`src/rtl/obi_rr_csr_arbiter.sv`:
```
// Round-robin N-to-1 OBI arbiter in front of the CSR slave. Grants are held while stalled,
// and an index FIFO routes each response back to the hart that issued the request.
module obi_rr_csr_arbiter #(
  parameter int unsigned NMASTER         = 3,
  parameter int unsigned AW              = 32,
  parameter int unsigned DW              = 32,
  parameter int unsigned MAX_OUTSTANDING = 2
) (
  input  logic                    clk_i,
  input  logic                    rst_i,
  input  logic [NMASTER-1:0]      m_req_i,
  input  logic [NMASTER*AW-1:0]   m_addr_i,
  input  logic [NMASTER-1:0]      m_we_i,
  input  logic [NMASTER*DW/8-1:0] m_be_i,
  input  logic [NMASTER*DW-1:0]   m_wdata_i,
  output logic [NMASTER-1:0]      m_gnt_o,
  output logic [NMASTER-1:0]      m_rvalid_o,
  output logic [DW-1:0]           m_rdata_o,
  output logic                    s_req_o,
  output logic [AW-1:0]           s_addr_o,
  output logic                    s_we_o,
  output logic [DW/8-1:0]         s_be_o,
  output logic [DW-1:0]           s_wdata_o,
  input  logic                    s_gnt_i,
  input  logic                    s_rvalid_i,
  input  logic [DW-1:0]           s_rdata_i,
  output logic                    err_o
);

  localparam int unsigned IdxW = $clog2(NMASTER);
  localparam int unsigned PtrW = (MAX_OUTSTANDING > 1) ? $clog2(MAX_OUTSTANDING) : 1;
  localparam int unsigned CntW = $clog2(MAX_OUTSTANDING) + 1;
  localparam int unsigned BW   = DW / 8;

  typedef enum logic [0:0] {StArb, StHold} state_e;

  state_e              state_q, state_d;
  logic [IdxW-1:0]     rr_ptr_q, rr_ptr_d;
  logic [IdxW-1:0]     hold_idx_q, hold_idx_d;
  logic [IdxW-1:0]     fifo_q [MAX_OUTSTANDING];
  logic [PtrW-1:0]     wr_ptr_q, wr_ptr_d;
  logic [PtrW-1:0]     rd_ptr_q, rd_ptr_d;
  logic [CntW-1:0]     cnt_q, cnt_d;
  logic                err_q, err_d;

  logic [IdxW-1:0]     arb_idx;
  logic                arb_found;
  logic [IdxW-1:0]     sel;
  logic [IdxW-1:0]     sel_next;
  logic                sel_req;
  logic                fifo_full;
  logic                fifo_empty;
  logic                push;
  logic                pop;

  function automatic logic [IdxW-1:0] wrap_add(input logic [IdxW-1:0] a, input int unsigned b);
    int unsigned s;
    s = 32'(a) + b;
    return IdxW'(s % NMASTER);
  endfunction

  function automatic logic [PtrW-1:0] ptr_inc(input logic [PtrW-1:0] p);
    return (p == PtrW'(MAX_OUTSTANDING - 1)) ? '0 : p + 1'b1;
  endfunction

  // First requester at or after rr_ptr, wrapping; falls back to rr_ptr when idle.
  always_comb begin
    arb_idx   = rr_ptr_q;
    arb_found = 1'b0;
    for (int unsigned i = 0; i < NMASTER; i++) begin
      if (!arb_found && m_req_i[wrap_add(rr_ptr_q, i)]) begin
        arb_found = 1'b1;
        arb_idx   = wrap_add(rr_ptr_q, i);
      end
    end
  end

  assign sel        = (state_q == StHold) ? hold_idx_q : arb_idx;
  assign sel_next   = wrap_add(sel, 1);
  assign sel_req    = m_req_i[sel];
  assign fifo_full  = (cnt_q == CntW'(MAX_OUTSTANDING));
  assign fifo_empty = (cnt_q == '0);

  // No full-bypass: a same-cycle pop does not free a slot for this cycle's request.
  assign s_req_o = sel_req & ~fifo_full;
  assign push    = s_req_o & s_gnt_i;
  assign pop     = s_rvalid_i & ~fifo_empty;

  always_comb begin
    s_addr_o  = '0;
    s_we_o    = 1'b0;
    s_be_o    = '0;
    s_wdata_o = '0;
    if (sel_req) begin
      s_addr_o  = m_addr_i[32'(sel)*AW +: AW];
      s_we_o    = m_we_i[sel];
      s_be_o    = m_be_i[32'(sel)*BW +: BW];
      s_wdata_o = m_wdata_i[32'(sel)*DW +: DW];
    end
  end

  always_comb begin
    m_gnt_o    = '0;
    m_rvalid_o = '0;
    if (push) begin
      m_gnt_o[sel] = 1'b1;
    end
    if (pop) begin
      m_rvalid_o[fifo_q[rd_ptr_q]] = 1'b1;
    end
  end

  assign m_rdata_o = s_rdata_i;
  assign err_o     = err_q;

  always_comb begin
    state_d    = state_q;
    rr_ptr_d   = rr_ptr_q;
    hold_idx_d = hold_idx_q;
    case (state_q)
      StArb: begin
        if (s_req_o) begin
          if (s_gnt_i) begin
            rr_ptr_d = sel_next;
          end else begin
            hold_idx_d = sel;
            state_d    = StHold;
          end
        end
      end
      StHold: begin
        // A dropped request is a protocol violation; re-arbitrate without granting.
        if (!sel_req) begin
          state_d = StArb;
        end else if (push) begin
          rr_ptr_d = sel_next;
          state_d  = StArb;
        end
      end
      default: state_d = StArb;
    endcase
  end

  always_comb begin
    wr_ptr_d = push ? ptr_inc(wr_ptr_q) : wr_ptr_q;
    rd_ptr_d = pop ? ptr_inc(rd_ptr_q) : rd_ptr_q;
    cnt_d    = cnt_q;
    case ({push, pop})
      2'b10:   cnt_d = cnt_q + 1'b1;
      2'b01:   cnt_d = cnt_q - 1'b1;
      default: cnt_d = cnt_q;
    endcase
    err_d = err_q | (s_rvalid_i & fifo_empty);
  end

  always_ff @(posedge clk_i) begin
    if (rst_i) begin
      state_q    <= StArb;
      rr_ptr_q   <= '0;
      hold_idx_q <= '0;
      wr_ptr_q   <= '0;
      rd_ptr_q   <= '0;
      cnt_q      <= '0;
      err_q      <= 1'b0;
    end else begin
      state_q    <= state_d;
      rr_ptr_q   <= rr_ptr_d;
      hold_idx_q <= hold_idx_d;
      wr_ptr_q   <= wr_ptr_d;
      rd_ptr_q   <= rd_ptr_d;
      cnt_q      <= cnt_d;
      err_q      <= err_d;
    end
  end

  // Entries are only read while counted, so the storage needs no reset.
  always_ff @(posedge clk_i) begin
    if (push) begin
      fifo_q[wr_ptr_q] <= sel;
    end
  end

endmodule

```
`config.mk`:
```
export PLATFORM = sky130hd
export DESIGN_NAME = obi_rr_csr_arbiter
export DESIGN_NICKNAME = d
export VERILOG_FILES = /design/src/rtl/obi_rr_csr_arbiter.sv
export SDC_FILE = /design/constraint.sdc
export NUM_CORES = 1
export LEC_CHECK = 0
export CAP_MARGIN = 25
export CORE_AREA = 8 8 133 135
export CTS_BUF_LIST = sky130_fd_sc_hd__clkbuf_8
export DETAILED_ROUTE_END_ITERATION = 12
export DIE_AREA = 0 0 141 143
export SETUP_SLACK_MARGIN = 0.15
export SLEW_MARGIN = 20
export SYNTH_ARGS = -nofsm -noshare
export SYNTH_HDL_FRONTEND = slang
export SYNTH_SLANG_ARGS = --single-unit
```
`constraint.sdc`:
```
create_clock -name clk_i -period 7 [get_ports clk_i]
set_input_delay 1.4 -clock clk_i [delete_from_list [all_inputs] [get_ports clk_i]]
set_output_delay 1.4 -clock clk_i [all_outputs]
set_load 0.01 [all_outputs]
```
# [Word level (Yosys, flattened, before mapping)]
# Memories as Yosys holds them, arrays and structs flattened. A register that Yosys moved wholly into a read port is not among the register bits.
# Cells that the tools add are included.
[op_classes] n_addsub=7 multipliers=0 div=4 order_cmp=7 eq_ne=7 shifts=3 mux=43 bitwise_logic=9 reduce_logical=10
[op_table] cell="$shiftx A96 B8 Y32" n=2
[op_table] cell="$mod A32 B2 Y32 const B" n=3
[op_table] cell="$mux W32" n=2
[op_table] cell="$mod A2 B2 Y32 const B" n=1
[op_table] cell="$mux W1" n=20
[op_table] cell="$mux W2" n=8
[op_table] cell="$lt A2 B3 Y1 const B" n=5
[op_table] cell="$shiftx A12 B5 Y4" n=1
[op_table] cell="$bmux W1 S2" n=5
[op_table] cell="$pmux W2 S2" n=2
[op_table] cell="$add A2 B1 Y3 const B" n=2
[op_table] cell="$mux W3" n=2
[op_table] cell="$and A1 B1 Y1" n=4
[op_table] cell="$demux W1 S2" n=2
[op_table] cell="$eq A2 B2 Y1 const B" n=2
[op_table] cell="$ge A2 B1 Y1 const B" n=2
[op_table] cell="$logic_and A1 B1 Y1" n=4
[op_table] cell="$mux W4" n=1
[op_table] cell="$ne A2 B1 Y1 const B" n=2
[op_table] cell="$ne A2 B2 Y1 const B" n=2
[op_table] cell="$not A1 Y1" n=4
[op_table] cell="$reduce_and A4 Y1" n=1
[op_table] cell="$add A2 B2 Y3 const B" n=1
[op_table] cell="$reduce_and A3 Y1" n=1
[op_table] cell="9 further kinds" n=11
[word_totals] regBits=10 latch_bits=0 ram_bits=4 mem_bits_ro=0 input_bits=246 output_inout_bits=109 elab_cells=98 mem_count=1
[mem_list] name="fifo_q" depth=2 width=2 rd=1 rd_ports_with_merged_regs=1 wr=1 line_no="40" text="logic [IdxW-1:0] fifo_q [MAX_OUTSTANDING];"

# [Logic depth before layout (Yosys ltp)]
[depth] depth_word=18 ltp_mapped=12 ltp_nobuf=9

# [Worst setup path before layout]
# Ideal clock, no wire load.
[synth_path] kind="in2out" startpoint="input m_req_i[2]" endpoint="output s_addr_o[0]" arrival_time_ns=3.167 required_time_ns=5.600 path_slack_ns=2.433 stages=10 path_buffers=3 path_cell_list="buf_2 -> or3b_1 -> a21oi_1 -> a211oi_1 -> a21oi_1 -> mux2i_4 -> and2_1 -> buf_6 -> buf_6 -> nor2_1"
[synth_via] elab_chain_cells=13 word_cells_on_any_way=20 cone_classes="1 x shift; 15 x mux; 4 x reduce/logical"
[synth_rtl] item="start: declaration" line_no="11" text="input logic [NMASTER-1:0] m_req_i,"
[synth_rtl] item="parallel branches: the longest is 12 deep, another holds $shiftx A96 B8 Y32"
[synth_rtl] item="$mux W32 *" line_no="94" text="if (sel_req) begin"
[synth_rtl] item="end: declaration" line_no="20" text="output logic [AW-1:0] s_addr_o,"
# Mark *: on every way between the ends. The select of a mux whose other input is x is not followed.

# [Worst setup path after layout]
[layout_path] startpoint="input m_req_i[2]" endpoint="output s_wdata_o[7]"
[layout_via] elab_chain_cells=13 word_cells_on_any_way=20 cone_classes="1 x shift; 15 x mux; 4 x reduce/logical"
[layout_rtl] item="parallel branches: the longest is 12 deep, another holds $shiftx A96 B8 Y32"
[layout_rtl] item="$mux W32 *" line_no="94"
[layout_rtl] item="end: declaration" line_no="23" text="output logic [DW-1:0] s_wdata_o,"
# Marks and branches as above.

==> results.sh <==
export IMPL_slew_headroom=0.518
export IMPL_cp_start_kind="primary input"
export IMPL_finalCritPeriodShare=0.914
export IMPL_setup_viol=0
export IMPL_pwr_density_cell_mw_per_mm2=382
export IMPL_power_frac_seq=0.062
export IMPL_reg2reg_setup_slack_ps=3500
export IMPL_cts_sinks=15
export IMPL_dr_pass1_iters=4
export IMPL_yosysMostFrequentCell="nor2_1"
export IMPL_grt_max_degree=78
export IMPL_portBuffers=290
export IMPL_r2r_cells=9
export IMPL_clockBufferDepth=2
export IMPL_ctsHoldBuffers=0
export IMPL_p_switching_mw=1.06
export IMPL_design_area_mm2=0.00607
export IMPL_rsz0062_at_grt="false"
export IMPL_worst_ep_arrival_time_ps=5000
export IMPL_route_detailed_drc=0
export IMPL_p_leak_nw=2.46
export IMPL_fin_crit_ps=6400
export IMPL_seq_area_um2=340
export IMPL_clk_latency_ps=250
export IMPL_grt_pass1_vias=4184
export IMPL_dp_worst_setup_slack_ps=640
export IMPL_core_area_mm2=0.0156
export IMPL_drive_gt1_frac=0.0354
export IMPL_switching_share=0.458
export IMPL_synth_area_per_cell_um2=7.74
export IMPL_routabilityCongestion=0.908
export IMPL_synth_seq_cells=15
export IMPL_synthesis_nets=669
export IMPL_antenna_found_initial=0
export IMPL_vias_per_cell=4.56
export IMPL_cp_endpoint="s_wdata_o[7]"
export IMPL_layout_setup_ws_ps=601
export IMPL_wl_per_cell_um=20.0
export IMPL_yosysTopAreaCell="mux2i_1"
export IMPL_synthArstFlopShare=0
export IMPL_reg2reg_to="fifo_q[0][1]$_DFFE_PP_"
export IMPL_grtUsageTotal=0.156
export IMPL_power_internal_mw=1.26
export IMPL_synth_common_cells="nor2_1 (83), mux2i_1 (76), a2bb2oi_1 (69), buf_4 (38), nand2_1 (17)"
export IMPL_power_share_clock=0.030
export IMPL_synth_seq_area_share=0.105
export IMPL_synth_flop_cell="dfxtp_1"
export IMPL_crit_type="in -> out"
export IMPL_initial_core_util=0.208
export IMPL_hold_depth=2
export IMPL_tightest_slew_ps=723
export IMPL_end_kind="output port"
export IMPL_grt_overflow_total=0
export IMPL_drtIter0Drc=288
export IMPL_synth_area_leaders="mux2i_1 (23%), a2bb2oi_1 (19%), nor2_1 (9.6%), buf_4 (8.8%), dfxtp_1 (6.8%)"
export IMPL_dieHeight_um=143
export IMPL_routed_wl_um=17300
export IMPL_cp_required_ps=5600
export IMPL_syn_to_final_growth_pct=87.3
export IMPL_final_nets=900
export IMPL_multi_input_area_mm2=0.00241
export IMPL_place_area_mm2=0.00603
export IMPL_rows=46
export IMPL_antenna_left=0
export IMPL_combinationalPowerShare=0.908
export IMPL_syn_cell_area_mm2=0.00324
export IMPL_tritoncts="done"
export IMPL_peakVddDrop_v=0.000220
export IMPL_fmaxAchievable_ghz=0.156
export IMPL_synth_edf_count=4
export IMPL_maxCapViolCount=0
export IMPL_dieArea_mm2=0.0202
export IMPL_fin_worst_skew_ps=1.24
export IMPL_syn_inst=419
export IMPL_cts_resized_gates=0
export IMPL_outcome="completed"
export IMPL_grt_pass1_wl_um=24800
export IMPL_yosysWarnings=0
export IMPL_slew_viol_final=0
export IMPL_vias=3941
export IMPL_hold_path_class="reg -> reg"
export IMPL_path_clk_slew_ps=60
export IMPL_n_fill_cell=1598
export IMPL_htree_levels=1
export IMPL_cts_buffers=3
export IMPL_ios=355
export IMPL_hold_viol=0
export IMPL_rr_startpoint="rr_ptr_q[0]$_SDFFE_PP0P_"
export IMPL_postCtsSetupRepairBufs=0
export IMPL_yosysTopAreaCellShare=0.235
export IMPL_tns_ps=0
export IMPL_hpwl_um=14300
export IMPL_antenna_cells=0
export IMPL_clock_tree_root_cell="clkbuf_8"
export IMPL_crit_start="m_req_i[2]"
export IMPL_ys_types=52
export IMPL_cp_max_fo=31
export IMPL_die_w_um=141
final cells by class:
| cell class | instances | share of cell area |
|---|---|---|
| clock buffers | 3 | 0.00680 |
| clock inverters | 1 | 0.000618 |
| inverters | 8 | 0.00494 |
| multi-input cells | 327 | 0.397 |
| flip-flops and latches | 15 | 0.0560 |
| well taps | 216 | 0.0445 |
| repair buffers | 295 | 0.490 |
placed cells by master (no fill, tap or decap), types with 2 or more instances in the layout:
cell             instances
nand3_1                  4
clkbuf_8                 3
nand2_1                 17
and2_1                   2
clkdlybuf4s50_1        290
xor2_1                   2
dfxtp_1                 11
a21oi_1                  9
nand3b_1                 4
nand2b_1                 5
mux2i_1                 76
a2bb2oi_1               69
ha_1                     4
nor3_1                   6
inv_1                    9
nor3b_1                  2
mux2_2                   3
buf_4                    2
nor2_1                  83
and3_1                   2
o21ai_0                  3
nor2b_1                  6
o211ai_1                 2
buf_12                   3
edfxtp_1                 4
power groups by stage:
stage / clock network, mW / registers, mW / logic, mW
6_report: 0.0698 / 0.144 / 2.11
5_1_grt: 0.0770 / 0.147 / 2.25
4_1_cts: 0.0727 / 0.143 / 2.14
3_5_place_dp: 0 / 0.145 / 2.13
3_3_place_gp: 0 / 0.143 / 2.10
2_1_floorplan: 0 / 0.136 / 1.29
per-layer routing:
layer,GRT usage,part of all wire
met5,0,0
met4,0.00962,0.0017
met3,0.0437,0.067
met1,0.165,0.37
met2,0.311,0.56
stage by stage:
step | total power [mW] | utilization | std cells | hold slack, ps
2_1_floorplan | 1.42 | - | 419 | 456
3_3_place_gp | 2.25 | 0.386 | 861 | 466
3_5_place_dp | 2.27 | 0.386 | 861 | 474
4_1_cts | 2.35 | 0.389 | 865 | 492
5_1_grt | 2.47 | 0.389 | 865 | 513
6_report | 2.32 | 0.389 | 865 | 492
critical path: stages:
cell             delay [ps]
clkdlybuf4s50_1         680
mux2_2                  240
o32ai_2                 110
a211oi_1                420
a21oi_1                 200
mux2i_4                 250
and2_2                  670
buf_4                   420
nor2_1                   90
clkdlybuf4s50_1         500
worst min-delay path by stage:
stage / start / end / slack [ps]
final: err_o$_SDFF_PP0_ / err_o$_SDFF_PP0_ / 490
after global routing: err_o$_SDFF_PP0_ / err_o$_SDFF_PP0_ / 510
after CTS: err_o$_SDFF_PP0_ / err_o$_SDFF_PP0_ / 490
after detailed placement: err_o$_SDFF_PP0_ / err_o$_SDFF_PP0_ / 470
after global placement: err_o$_SDFF_PP0_ / err_o$_SDFF_PP0_ / 470
after floorplan: hold_idx_q[0]$_SDFFE_PP0P_ / hold_idx_q[0]$_SDFFE_PP0P_ / 460
logic make-up after synthesis:
family,after synthesis,synth area share
AND/OR/NAND/NOR,138,0.193
adder cells (fa/ha/maj),4,0.0154
flip-flops,15,0.105
buffers and inverters,77,0.155
multiplexers,80,0.252
XOR/XNOR,2,0.00540
AO/OA/AOI/OAI,103,0.274
registers in the layout, indices dropped and copies added (netlist names), named ones only:
signal	cells
rd_ptr_q	1
err_o	1
wr_ptr_q	1
hold_idx_q	2
cnt_q	2
fifo_q	4
rr_ptr_q	2
state_q	1
No activity file was read; power rests on OpenSTA's default activity.
